### src/rtl/if_id_pipe_ctrl.sv
// PC, IF/ID register and ID/EX control half for a 5-stage MIPS pipeline.
// Applies stall, flush and branch redirect, and keeps saturating stall/flush counters.
module if_id_pipe_ctrl #(
  parameter logic [31:0] RESET_PC = 32'h0000_0000,
  parameter int unsigned CTRL_W   = 10,
  parameter int unsigned CNT_W    = 16
) (
  input  logic              clk_i,
  input  logic              rst_i,
  input  logic              pcwrite_i,
  input  logic              ifid_write_i,
  input  logic              ifid_flush_i,
  input  logic              idex_flush_i,
  input  logic              branch_taken_i,
  input  logic [31:0]       branch_target_i,
  input  logic [31:0]       instr_i,
  input  logic [CTRL_W-1:0] id_ctrl_i,
  output logic [31:0]       pc_o,
  output logic [31:0]       ifid_pc4_o,
  output logic [31:0]       ifid_instr_o,
  output logic              ifid_valid_o,
  output logic [CTRL_W-1:0] idex_ctrl_o,
  output logic              idex_valid_o,
  output logic [CNT_W-1:0]  stall_cnt_o,
  output logic [CNT_W-1:0]  flush_cnt_o
);

  logic [31:0]       pc_q, pc_d;
  logic [31:0]       pc_plus4;
  logic [31:0]       ifid_pc4_q, ifid_pc4_d;
  logic [31:0]       ifid_instr_q, ifid_instr_d;
  logic              ifid_valid_q, ifid_valid_d;
  logic [CTRL_W-1:0] idex_ctrl_q, idex_ctrl_d;
  logic              idex_valid_q, idex_valid_d;
  logic [CNT_W-1:0]  stall_cnt_q, stall_cnt_d;
  logic [CNT_W-1:0]  flush_cnt_q, flush_cnt_d;
  logic              stall_evt;

  assign pc_plus4  = pc_q + 32'd4;
  // A flushed IF/ID is a squash, not a stall, even when write is also disabled.
  assign stall_evt = ~ifid_write_i & ~ifid_flush_i;

  // The branch is older than any load-use stall, so it wins over pcwrite_i = 0.
  always_comb begin
    pc_d = pc_q;
    if (branch_taken_i) begin
      pc_d = branch_target_i;
    end else if (pcwrite_i) begin
      pc_d = pc_plus4;
    end
  end

  always_comb begin
    ifid_pc4_d   = ifid_pc4_q;
    ifid_instr_d = ifid_instr_q;
    ifid_valid_d = ifid_valid_q;
    if (ifid_flush_i) begin
      ifid_pc4_d   = 32'h0;
      ifid_instr_d = 32'h0;
      ifid_valid_d = 1'b0;
    end else if (ifid_write_i) begin
      ifid_pc4_d   = pc_plus4;
      ifid_instr_d = instr_i;
      ifid_valid_d = 1'b1;
    end
  end

  always_comb begin
    idex_ctrl_d  = id_ctrl_i;
    idex_valid_d = ifid_valid_q;
    if (idex_flush_i) begin
      idex_ctrl_d  = '0;
      idex_valid_d = 1'b0;
    end
  end

  always_comb begin
    stall_cnt_d = stall_cnt_q;
    flush_cnt_d = flush_cnt_q;
    if (stall_evt && !(&stall_cnt_q)) begin
      stall_cnt_d = stall_cnt_q + 1'b1;
    end
    if (ifid_flush_i && !(&flush_cnt_q)) begin
      flush_cnt_d = flush_cnt_q + 1'b1;
    end
  end

  always_ff @(posedge clk_i or posedge rst_i) begin
    if (rst_i) begin
      pc_q         <= RESET_PC;
      ifid_pc4_q   <= 32'h0;
      ifid_instr_q <= 32'h0;
      ifid_valid_q <= 1'b0;
      idex_ctrl_q  <= '0;
      idex_valid_q <= 1'b0;
      stall_cnt_q  <= '0;
      flush_cnt_q  <= '0;
    end else begin
      pc_q         <= pc_d;
      ifid_pc4_q   <= ifid_pc4_d;
      ifid_instr_q <= ifid_instr_d;
      ifid_valid_q <= ifid_valid_d;
      idex_ctrl_q  <= idex_ctrl_d;
      idex_valid_q <= idex_valid_d;
      stall_cnt_q  <= stall_cnt_d;
      flush_cnt_q  <= flush_cnt_d;
    end
  end

  assign pc_o         = pc_q;
  assign ifid_pc4_o   = ifid_pc4_q;
  assign ifid_instr_o = ifid_instr_q;
  assign ifid_valid_o = ifid_valid_q;
  assign idex_ctrl_o  = idex_ctrl_q;
  assign idex_valid_o = idex_valid_q;
  assign stall_cnt_o  = stall_cnt_q;
  assign flush_cnt_o  = flush_cnt_q;

endmodule

### config.mk
export PLATFORM = sky130hd
export DESIGN_NAME = if_id_pipe_ctrl
export DESIGN_NICKNAME = d
export VERILOG_FILES = /design/src/rtl/if_id_pipe_ctrl.sv
export SDC_FILE = /design/constraint.sdc
export NUM_CORES = 1
export LEC_CHECK = 0
export BUFFER_PORTS_ARGS = -buffer_cell sky130_fd_sc_hd__buf_4
export CORE_UTILIZATION = 30
export CTS_BUF_LIST = sky130_fd_sc_hd__clkbuf_8
export DETAILED_ROUTE_END_ITERATION = 8
export GPL_TIMING_DRIVEN = 1
export PLACE_DENSITY = 0.62
export SYNTH_ARGS = -nofsm -noshare
export SYNTH_HDL_FRONTEND = slang
export SYNTH_SLANG_ARGS = --single-unit
### constraint.sdc
create_clock -name clk_i -period 4.25 [get_ports clk_i]
set_clock_uncertainty 0.15 [all_clocks]
set_input_delay 0.2125 -clock clk_i [delete_from_list [all_inputs] [get_ports clk_i]]
set_output_delay 0.2125 -clock clk_i [all_outputs]
set_load 0.01 [all_outputs]
==> results of run 1 <==
[path summary, 6_finish.rpt]
kind	startpoint	endpoint	slack [ps]	cells past startpoint
setup / recovery	pc_o[5]	pc_o[23]	1250	5
hold / removal	pcwrite_i	pc_o[2]	40	3
setup reg to reg	pc_o[5]	pc_o[23]	1250	5
hold reg to reg	flush_cnt_o[11]	flush_cnt_o[11]	350	1
max in group asynchronous	rst_i	stall_cnt_o[8]	2670	4
min in group asynchronous	rst_i	ifid_instr_o[30]	320	3
[area by class of cell]
cell class | instances | share of cell area [%]
Sequential cell | 140 | 35.0
Multi-Input combinational cell | 490 | 31.1
Timing Repair Buffer | 311 | 25.5
Tap cell | 280 | 3.50
Clock buffer | 17 | 2.34
Clock inverter | 15 | 2.21
Inverter | 9 | 0.387
[flip-flops by register name, indices dropped and copies added, names as in the netlist]
name          count
ifid_instr_o     32
ifid_pc4_o       32
pc_o             32
flush_cnt_o      16
stall_cnt_o      16
idex_ctrl_o      10
idex_valid_o      1
ifid_valid_o      1
[cell usage after synthesis, types with 2 or more instances]
| cell type | count | area [um2] |
|---|---|---|
| a31oi_1 | 14 | 87.6 |
| xor2_1 | 31 | 272 |
| nor3_1 | 11 | 55.1 |
| or4_1 | 24 | 180 |
| or4b_2 | 2 | 20.0 |
| and2_1 | 4 | 25.0 |
| a21o_1 | 2 | 15.0 |
| clkbuf_1 | 36 | 135 |
| o31ai_1 | 18 | 135 |
| nand4_1 | 28 | 175 |
| nor3b_1 | 2 | 15.0 |
| buf_2 | 7 | 35.0 |
| buf_1 | 5 | 18.8 |
| nor2_1 | 85 | 319 |
| o311ai_0 | 3 | 26.3 |
| ha_1 | 3 | 37.5 |
| xnor2_1 | 13 | 114 |
| mux2_2 | 6 | 67.6 |
| o211ai_1 | 4 | 30.0 |
| dfrtp_1 | 140 | 3500 |
| a211oi_1 | 11 | 82.6 |
| or3_1 | 12 | 75.1 |
| nand2_1 | 54 | 203 |
| nor4_1 | 10 | 62.6 |
| nand3_1 | 23 | 115 |
| and4_1 | 10 | 87.6 |
| and3_1 | 11 | 68.8 |
| mux2i_1 | 38 | 380 |
| nor2b_1 | 13 | 81.3 |
| or2_2 | 2 | 12.5 |
| inv_1 | 8 | 30.0 |
| a311oi_1 | 13 | 114 |
| o21ai_0 | 26 | 130 |
| a21oi_1 | 5 | 25.0 |
[kinds of logic (layout without fill, tap and decap cells)]
family,Yosys count,in the layout
AOI/OAI and AO/OA,104,104
xor gates and xnor gates,44,44
DFF,140,140
muxes,44,44
and+or+nand+nor,295,295
buffers and inverters,58,352
adders and majority gates,3,3
[per-layer routing]
metal | up-vias | wire length, um
li1 | 3083 | -
met1 | 3111 | 9300
met2 | 180 | 10100
met3 | 15 | 1040
met4 | 0 | 264
met5 | - | 0
[stage by stage]
step / total power [mW] / hold WS (ps) / util, % / area (um2) / std cells
after detailed placement: 2.39 / 274 / 39.3 / 8690 / 1143
after global routing: 3.87 / 30.8 / 45.4 / 10000 / 1262
after global placement: 2.38 / 271 / 39.3 / 8690 / 1143
final: 3.68 / 38.5 / 45.4 / 10000 / 1262
after floorplan: 2.00 / 128 / - / 6850 / 688
after CTS: 3.73 / 2.50 / 45.4 / 10000 / 1262
[worst max-delay path: stages, from the launching register on]
cell and delay (ps):
dfrtp_1 520, nand4_1 440, nor4_2 850, a311o_1 290
nand3_1 70, dlygate4sd3_1 560
[timing repair]
| item | 4_1_cts | 5_1_grt |
|---|---|---|
| hold buffers | 87 | 0 |
| setup buffers | 0 | 0 |
| hold endpoints to repair | 162 | 0 |
[cells in the final DEF (no fill, tap or decap), drive strengths merged, types with 6 or more instances in the layout]
cell type,instances
inv,12
nor2b,13
nor4,11
a211oi,11
mux2i,38
nand2,54
xor2,31
buf,224
o21ai,26
xnor2,13
nor2,85
clkbuf,17
nand4,28
and3,11
a311oi,13
and4,10
dlygate4sd3,87
nor3,11
or4,24
mux2,6
o31ai,18
a31oi,14
or3,12
dfrtp,140
nand3,24
[where the power goes]
| part | switching (mW) | internal, mW | total [mW] | leakage, nW |
|---|---|---|---|---|
| Sequential | 0.197 | 1.47 | 1.66 | 1.80 |
| Combinational | 0.355 | 0.406 | 0.761 | 2.60 |
| Clock | 0.552 | 0.700 | 1.25 | 0.224 |
| Total | 1.10 | 2.57 | 3.68 | 4.62 |
==> out/results.tsv, run 1 <==
metric	value	unit
number of synthesized flops with an enable pin	0	
Worst Tran Pin Value	930	ps
mapped cell area	6850	um2
Post-Route Setup TNS	0	ps
CP startpoint kind	flip-flop	
relative slew slack	37.2	%
core area	22100	um2
routed wire length	20700	um
ANT cells	0	
Max Fclk	0.334	GHz
total global routing track utilization	17.8	%
Hold Fails Final Rpt	0	
largest net degree at the start of global routing	90	
DRC viols	0	
Adder-Cell Fraction of Synth Area	0.548	%
LEAKAGE	4.62	nW
die area	23500	um2
post-synthesis simple-gate area fraction	22.3	%
Final GP Congestion	0.797	
clock buffer depth	2	
Most Crowded Layer GR	met2	
TritonRoute pass-1 iters	5	
GR Util met1	23.3	%
1st-iter DRT viols	322	
number of global-route vias before repair	5967	
outcome	complete, no violations	
sequential area share after synthesis	51.1	%
top_reg_cell synth	dfrtp_1	
WL/cell	16.4	um
DPL Wire Length	13900	um
chip height	153	um
final setup fails	0	
FP Rows	54	
first-pass GRT wire length	32900	um
Tmin final	3000	ps
via count	6389	
Avg Cell Area, Syn	9.96	um2
Antenna Nets Post-Route	0	
Pwr per Cell Area	367	nW/um2
critical path peak fanout	13	
layout cell share with drive strength beyond 1	27.4	%
pre-CTS setup slack	1480	ps
Multi-input gate area	3120	um2
critical path class	reg2reg	
final net count	1053	
vias per std cell	5.06	
GRT overflow	0	
Synth cell types	48	
Post-Synthesis Cells	688	
CP Capture Type	flip-flop	
die width	153	um
FFs w/ async S/R, synth	100	%
I/O pin count	221	
Initial Util	31.0	%
Pins Over Slew Limit	0	
Critical Path AT	3180	ps
initial antenna violation count	0	
Hold Crit Class	in2reg	
post_cts resized	0	
FILL cells	2091	
GR Layer Usage met2	29.3	%
GR Util met3	3.97	%
Seq cells post-synth	140	
Net Count, Synth	772	
register area	3500	um2
fraction of the cycle the final worst path needs	70.5	%
clock slew at reported path FFs	90	ps
post-synthesis xor/xnor area fraction	5.62	%
largest family of logic cells by synthesized area	simple AND/OR/NAND/NOR gates	
CTS Root Buffer Type	clkbuf_8	
synth warn	0	
# Max-Cap Violations	0	
fraction of synthesized area in multiplexers	6.54	%
TritonCTS clock tree	built	
H-Tree Depth	4	
RSZ-0062 raised after global routing	false	
required time of the critical path	4430	ps
clk sinks	140	
Synth Area in Compound Gates	10.5	%
Port Buffers	220	
Worst-Skew Late Latency	440	ps
Layout area overhead	46.2	%
total CTS buffers	17	
Worst VDD drop	0.152	mV
final setup margin	1250	ps
No activity file was read; power rests on OpenSTA's default activity.
==> run 2: changes to the inputs <==
--- a/config.mk
+++ b/config.mk
@@ -10,7 +10,7 @@
 export CTS_BUF_LIST = sky130_fd_sc_hd__clkbuf_8
 export DETAILED_ROUTE_END_ITERATION = 8
 export GPL_TIMING_DRIVEN = 1
-export PLACE_DENSITY = 0.62
+export PLACE_DENSITY = 0.6
 export SYNTH_ARGS = -nofsm -noshare
 export SYNTH_HDL_FRONTEND = slang
 export SYNTH_SLANG_ARGS = --single-unit
==> constraint.sdc (replaced) <==
create_clock -name clk_i -period 2.9 [get_ports clk_i]
set_clock_uncertainty 0.15 [all_clocks]
set_input_delay 0.145 -clock clk_i [delete_from_list [all_inputs] [get_ports clk_i]]
set_output_delay 0.145 -clock clk_i [all_outputs]
set_load 0.01 [all_outputs]
==> run 2 against run 1 <==
First-iteration DRC count down 9.9%. Final cell count up 5.2%. Count of clock-buffer cells in the layout up 2. Clock power up 46%. Combinational power up 62%. Critical path type unchanged. Critical endpoint is now pc_o[12]. Largest cell class unchanged.
==> out/results.tsv, run 2 (synthesis results as in run 1) <==
metric	value	unit	change
outcome	complete, no violations		
TritonRoute pass-1 iters	4		-1
WL/cell	16.2	um	-0.77%
I/O pin count	221		unchanged
FILL cells	2083		-0.38%
Critical Path Slowest Stage Cell	or4_4		
clk sinks	140		unchanged
total CTS buffers	17		unchanged
routed wire length	21600	um	+4.3%
Antenna Nets Post-Route	0		unchanged
final net count	1118		+6.2%
critical path class	reg2reg		
CP startpoint kind	flip-flop		
Layout area overhead	55.6	%	
Port Buffers	220		unchanged
leading cell type in the layout, fill and taps excluded	buf_4		
H-Tree Depth	4		unchanged
fraction of the cycle the final worst path needs	92.5	%	+22 points
CP Cell Sequence	ha_1 > nand3_1 > or4_4 > xor2_1 > o21ai_0 > dlygate4sd3_1		
relative slew slack	54.3	%	+17 points
total global routing track utilization	19.0	%	+1.1 points
chip height	153	um	unchanged
initial antenna violation count	0		unchanged
Post-Route Setup TNS	0	ps	unchanged
Crit path largest cell delay	580	ps	-270 ps
Max Fclk	0.373	GHz	+12%
Critical Path AT	2870	ps	-310 ps
DPL Wire Length	14600	um	+4.7%
Hold Crit Class	in2reg		
Post-CTS Setup Bufs	0		unchanged
Tmin final	2680	ps	-316 ps
largest net degree at the start of global routing	84		-6.7%
critical path peak fanout	9		-4
Initial Util	31.0	%	unchanged
share of power burned in the clock network	33.2	%	-0.8 points
RSZ-0062 raised after global routing	false		
required time of the critical path	3090	ps	-1340 ps
vias per std cell	4.97		-1.9%
layout cell share with drive strength beyond 1	27.3	%	-0.077 points
LEAKAGE	4.93	nW	+6.7%
CTS Root Buffer Type	clkbuf_8		
ANT cells	0		unchanged
first-pass GRT wire length	35100	um	+6.6%
1st-iter DRT viols	290		-9.9%
clock slew at reported path FFs	90	ps	about the same
CP Capture Type	flip-flop		
Cell Int Power	3.81	mW	+48%
# Max-Cap Violations	0		unchanged
die area	23500	um2	unchanged
number of global-route vias before repair	6677		+12%
Net Sw Frac	30.3	%	+0.30 points
TritonCTS clock tree	built		
die width	153	um	unchanged
Comb power frac	22.5	%	+1.8 points
Sw Pwr	1.66	mW	+50%
final setup fails	0		unchanged
DRC viols	0		unchanged
most frequent cells in the layout	235 x buf_4, 139 x dlygate4sd3_1, 138 x dfrtp_1, 85 x nor2_1, 54 x nand2_1		
FP Rows	54		unchanged
Worst-Skew Late Latency	450	ps	about the same
Worst VDD drop	0.311	mV	+100%
via count	6592		+3.2%
Sequential Power Share	44.3	%	-0.9 points
Pins Over Slew Limit	0		unchanged
Hold Fails Final Rpt	0		unchanged
GRT overflow	0		unchanged
Pwr per Cell Area	513	nW/um2	+40%
register area	3510	um2	about the same
Final GP Congestion	0.795		-0.26%
core area	22100	um2	unchanged
clock buffer depth	2		unchanged
Multi-input gate area	3120	um2	+0.12%
final core utilization	48.3	%	+2.9 points
Worst Tran Pin Value	686	ps	-244 ps
## run 2: changes by cell type in the layout (fill, tap and decap cells not counted), moves of 2 or more
cell | before | now
buf_12 | 0 | 2
buf_4 | 224 | 235
clkbuf_8 | 17 | 19
clkinv_4 | 2 | 5
dfrtp_1 | 140 | 138
dfrtp_2 | 0 | 2
dlygate4sd3_1 | 87 | 139
inv_6 | 3 | 1
## run 2: critical path, delay by kind of cell (launching register included)
family | cells | cell delay [ps]
buffers and inverters | 1 | 570
AOI/OAI and AO/OA | 1 | 90
adders and majority gates | 1 | 300
DFF | 1 | 470
and+or+nand+nor | 2 | 800
xor gates and xnor gates | 1 | 180
## run 2: stage by stage
| stage | setup slack (ps) | area, um2 | hold WS (ps) | total power [mW] | instances |
|---|---|---|---|---|---|
| after global routing | 70.6 | 10700 | 33.7 | 5.75 | 1327 |
| after CTS | 86.1 | 10700 | 5.09 | 5.52 | 1327 |
| after detailed placement | 313 | 8810 | 137 | 3.53 | 1156 |
| final | 218 | 10700 | 33.7 | 5.47 | 1327 |
| after floorplan | 548 | 6860 | 60.6 | 2.93 | 688 |
| after global placement | 403 | 8810 | 143 | 3.52 | 1156 |
## run 2: final cells by class
type                            instances  share of cell area, %
Clock buffer                           19                   2.45
Clock inverter                         13                   1.78
Inverter                                9                  0.352
Multi-Input combinational cell        490                   29.3
Sequential cell                       140                   32.9
Tap cell                              280                   3.29
Timing Repair Buffer                  376                   30.0
## run 2: final timing paths
kind / startpoint / end / slack [ps] / cells after the start
min: branch_taken_i / pc_o[4] / 30 / 2
min in group asynchronous: rst_i / idex_ctrl_o[3] / 190 / 4
max: pc_o[2] / pc_o[12] / 220 / 6
min reg2reg: ifid_pc4_o[22] / ifid_pc4_o[22] / 360 / 2
max reg2reg: pc_o[2] / pc_o[12] / 220 / 6
max in group asynchronous: rst_i / pc_o[20] / 1930 / 4
## run 2: power by group through the flow
stage	Sequential (mW)	Combinational [mW]	Clock [mW]
6_report	2.42	1.23	1.82
5_1_grt	2.46	1.35	1.94
4_1_cts	2.42	1.24	1.86
3_5_place_dp	2.46	1.08	0
3_3_place_gp	2.45	1.07	0
2_1_floorplan	2.47	0.454	0
## run 2: timing repair
action,4_1_cts,5_1_grt
hold endpoints to repair,217,0
endpoints found under the setup margin,0,1
hold buffers,139,0
resized for setup,0,3
## run 2: metal layers
| metal | up-vias | global-route usage, % | wire length (um) | part of all wire [%] |
|---|---|---|---|---|
| met5 | - | 0 | 0 | 0 |
| li1 | 3203 | - | - | - |
| met2 | 192 | 31.9 | 10500 | 49 |
| met1 | 3170 | 24.0 | 9530 | 44 |
| met4 | 0 | 7.60 | 446 | 2.1 |
| met3 | 27 | 3.46 | 1050 | 4.9 |
==> run 3: changes to the inputs <==
--- a/config.mk
+++ b/config.mk
@@ -6,11 +6,13 @@
 export NUM_CORES = 1
 export LEC_CHECK = 0
 export BUFFER_PORTS_ARGS = -buffer_cell sky130_fd_sc_hd__buf_4
-export CORE_UTILIZATION = 30
+export CELL_PAD_IN_SITES_DETAIL_PLACEMENT = 1
+export CELL_PAD_IN_SITES_GLOBAL_PLACEMENT = 1
+export CORE_UTILIZATION = 40
 export CTS_BUF_LIST = sky130_fd_sc_hd__clkbuf_8
 export DETAILED_ROUTE_END_ITERATION = 8
 export GPL_TIMING_DRIVEN = 1
-export PLACE_DENSITY = 0.6
+export PLACE_DENSITY = 0.91
 export SYNTH_ARGS = -nofsm -noshare
 export SYNTH_HDL_FRONTEND = slang
 export SYNTH_SLANG_ARGS = --single-unit
==> constraint.sdc (replaced) <==
create_clock -name clk_i -period 2.5 [get_ports clk_i]
set_clock_uncertainty 0.15 [all_clocks]
set_input_delay 0.125 -clock clk_i [delete_from_list [all_inputs] [get_ports clk_i]]
set_output_delay 0.125 -clock clk_i [all_outputs]
set_load 0.01 [all_outputs]
==> run 3 against run 2 <==
Hold slack got worse by 5.3 ps. Design area fell by 2.6%. Wire length rose by 32%. Via count rose by 11%. Count of clock-buffer cells in the layout did not move. Sequential power rose by 17%. Clock power rose by 2%. Final cell count fell by 5.2%. Total power rose by 14%. Largest cell class unchanged.
==> out/results.tsv, run 3 (synthesis results as in run 1) <==
metric	value	unit	change
Tmin final	2410	ps	-272 ps
Layout area overhead	51.6	%	
1st-iter DRT viols	498		+72%
LEAKAGE	4.83	nW	-2.0%
number of global-route vias before repair	7827		+17%
core area	16600	um2	-25%
Hold Crit Class	in2reg		
Max Fclk	0.415	GHz	+11%
placed instance count	1105		-4.4%
TritonRoute pass-1 iters	5		+1
Initial Util	41.2	%	+10 points
Worst-Skew Late Latency	450	ps	about the same
total CTS buffers	17		unchanged
WL/cell	22.7	um	+40%
relative slew slack	48.8	%	-5.5 points
layout cell share with drive strength beyond 1	29.0	%	+1.7 points
via count	7298		+11%
Worst Tran Pin Value	768	ps	+81.8 ps
Critical Path AT	2590	ps	-280 ps
Hold Fails Final Rpt	0		unchanged
Final Non-Filler Cells	1258		-5.2%
clock slew at reported path FFs	80	ps	about the same
Pins Over Slew Limit	0		unchanged
total power	6.21	mW	+14%
GRT overflow	0		unchanged
Post-Route Setup TNS	0	ps	unchanged
fraction of the cycle the final worst path needs	96.4	%	+3.9 points
r2r setup slk	90	ps	-130 ps
required time of the critical path	2680	ps	-410 ps
# Max-Cap Violations	0		unchanged
Pwr per Cell Area	598	nW/um2	+17%
final net count	1108		-0.89%
clk sinks	140		unchanged
DPL Wire Length	16100	um	+11%
I/O pin count	221		unchanged
first-pass GRT wire length	44800	um	+28%
CTS Root Buffer Type	clkbuf_8		
FP Rows	47		-13%
critical path peak fanout	8		-1
FILL cells	1792		-14%
Antenna Nets Post-Route	0		unchanged
Min Hold Slack	28.4	ps	-5.29 ps
most frequent cells in the layout	250 x buf_4, 137 x dfrtp_1, 115 x dlygate4sd3_1, 85 x nor2_1, 54 x nand2_1		
critical path class	reg2reg		
total global routing track utilization	33.0	%	+14 points
vias per std cell	5.80		+17%
clock buffer depth	2		unchanged
DRC viols	0		unchanged
die width	133	um	-13%
largest net degree at the start of global routing	141		+68%
CP Capture Type	flip-flop		
H-Tree Depth	4		unchanged
Worst VDD drop	0.323	mV	+3.9%
TritonCTS clock tree	built		
chip height	133	um	-13%
routed wire length	28500	um	+32%
CP startpoint kind	flip-flop		
outcome	complete, no violations		
initial antenna violation count	1		+1
leading cell type in the layout, fill and taps excluded	buf_4		
die area	17700	um2	-25%
Port Buffers	220		unchanged
final setup fails	0		unchanged
Final GP Congestion	0.872		+9.7%
run 3: cell type report:
class / instances / area, um2 / share of cell area, %
inverters: 9 / 37.5 / 0.361
flip-flops and latches: 140 / 3510 / 33.8
clock inverters: 13 / 126 / 1.22
well taps: 220 / 275 / 2.65
clock buffers: 19 / 262 / 2.52
multi-input cells: 490 / 3130 / 30.1
repair buffers: 366 / 3050 / 29.3
diodes: 1 / 2.50 / 0.0241
run 3: worst max-delay path, cell delays in order (launching register included):
cell and delay (ps):
dfrtp_1 590, and4_2 420, and3_1 280, a311o_1 190, nand3_1 80, dlygate4sd3_1 580
run 3: metrics by stage:
stage | instance area (um2) | utilization, % | setup slack [ps]
2_1_floorplan | 6860 | - | 148
3_3_place_gp | 8790 | 52.8 | 167
3_5_place_dp | 8790 | 52.8 | -4.96
4_1_cts | 10300 | 62.1 | 62.0
5_1_grt | 10400 | 62.4 | -9.11
6_report | 10400 | 62.4 | 90.4
run 3: power by group:
group	switching, mW	leakage, nW	total (mW)	internal, mW
clock network	0.931	0.196	1.86	0.926
logic	0.743	2.84	1.51	0.767
registers	0.350	1.79	2.84	2.50
total	2.02	4.83	6.21	4.19
run 3: repair_timing:
action | 4_1_cts | 5_1_grt
resized for setup | 2 | 5
buffers inserted | 0 | 5
pin swaps | 0 | 2
endpoints found under the hold margin | 224 | 0
setup endpoints to repair | 4 | 13
hold buffers | 115 | 0
run 3: path summary, 6_finish.rpt:
| path | cells past startpoint | start | end |
|---|---|---|---|
| worst min-delay path | 4 | pcwrite_i | pc_o[20] |
| worst max register to register | 5 | pc_o[15] | pc_o[23] |
| max in group asynchronous | 4 | rst_i | pc_o[3] |
| min in group asynchronous | 4 | rst_i | ifid_instr_o[5] |
| worst min register to register | 2 | ifid_valid_o | ifid_valid_o |
| worst max-delay path | 5 | pc_o[15] | pc_o[23] |
run 3: metal layers:
metal,GRT usage [%],up-vias,share of wire [%]
met5,0,-,0
met4,13.5,0,3.5
met3,6.51,84,5.8
met2,59.5,353,53
met1,38.1,3692,38
li1,-,3169,-
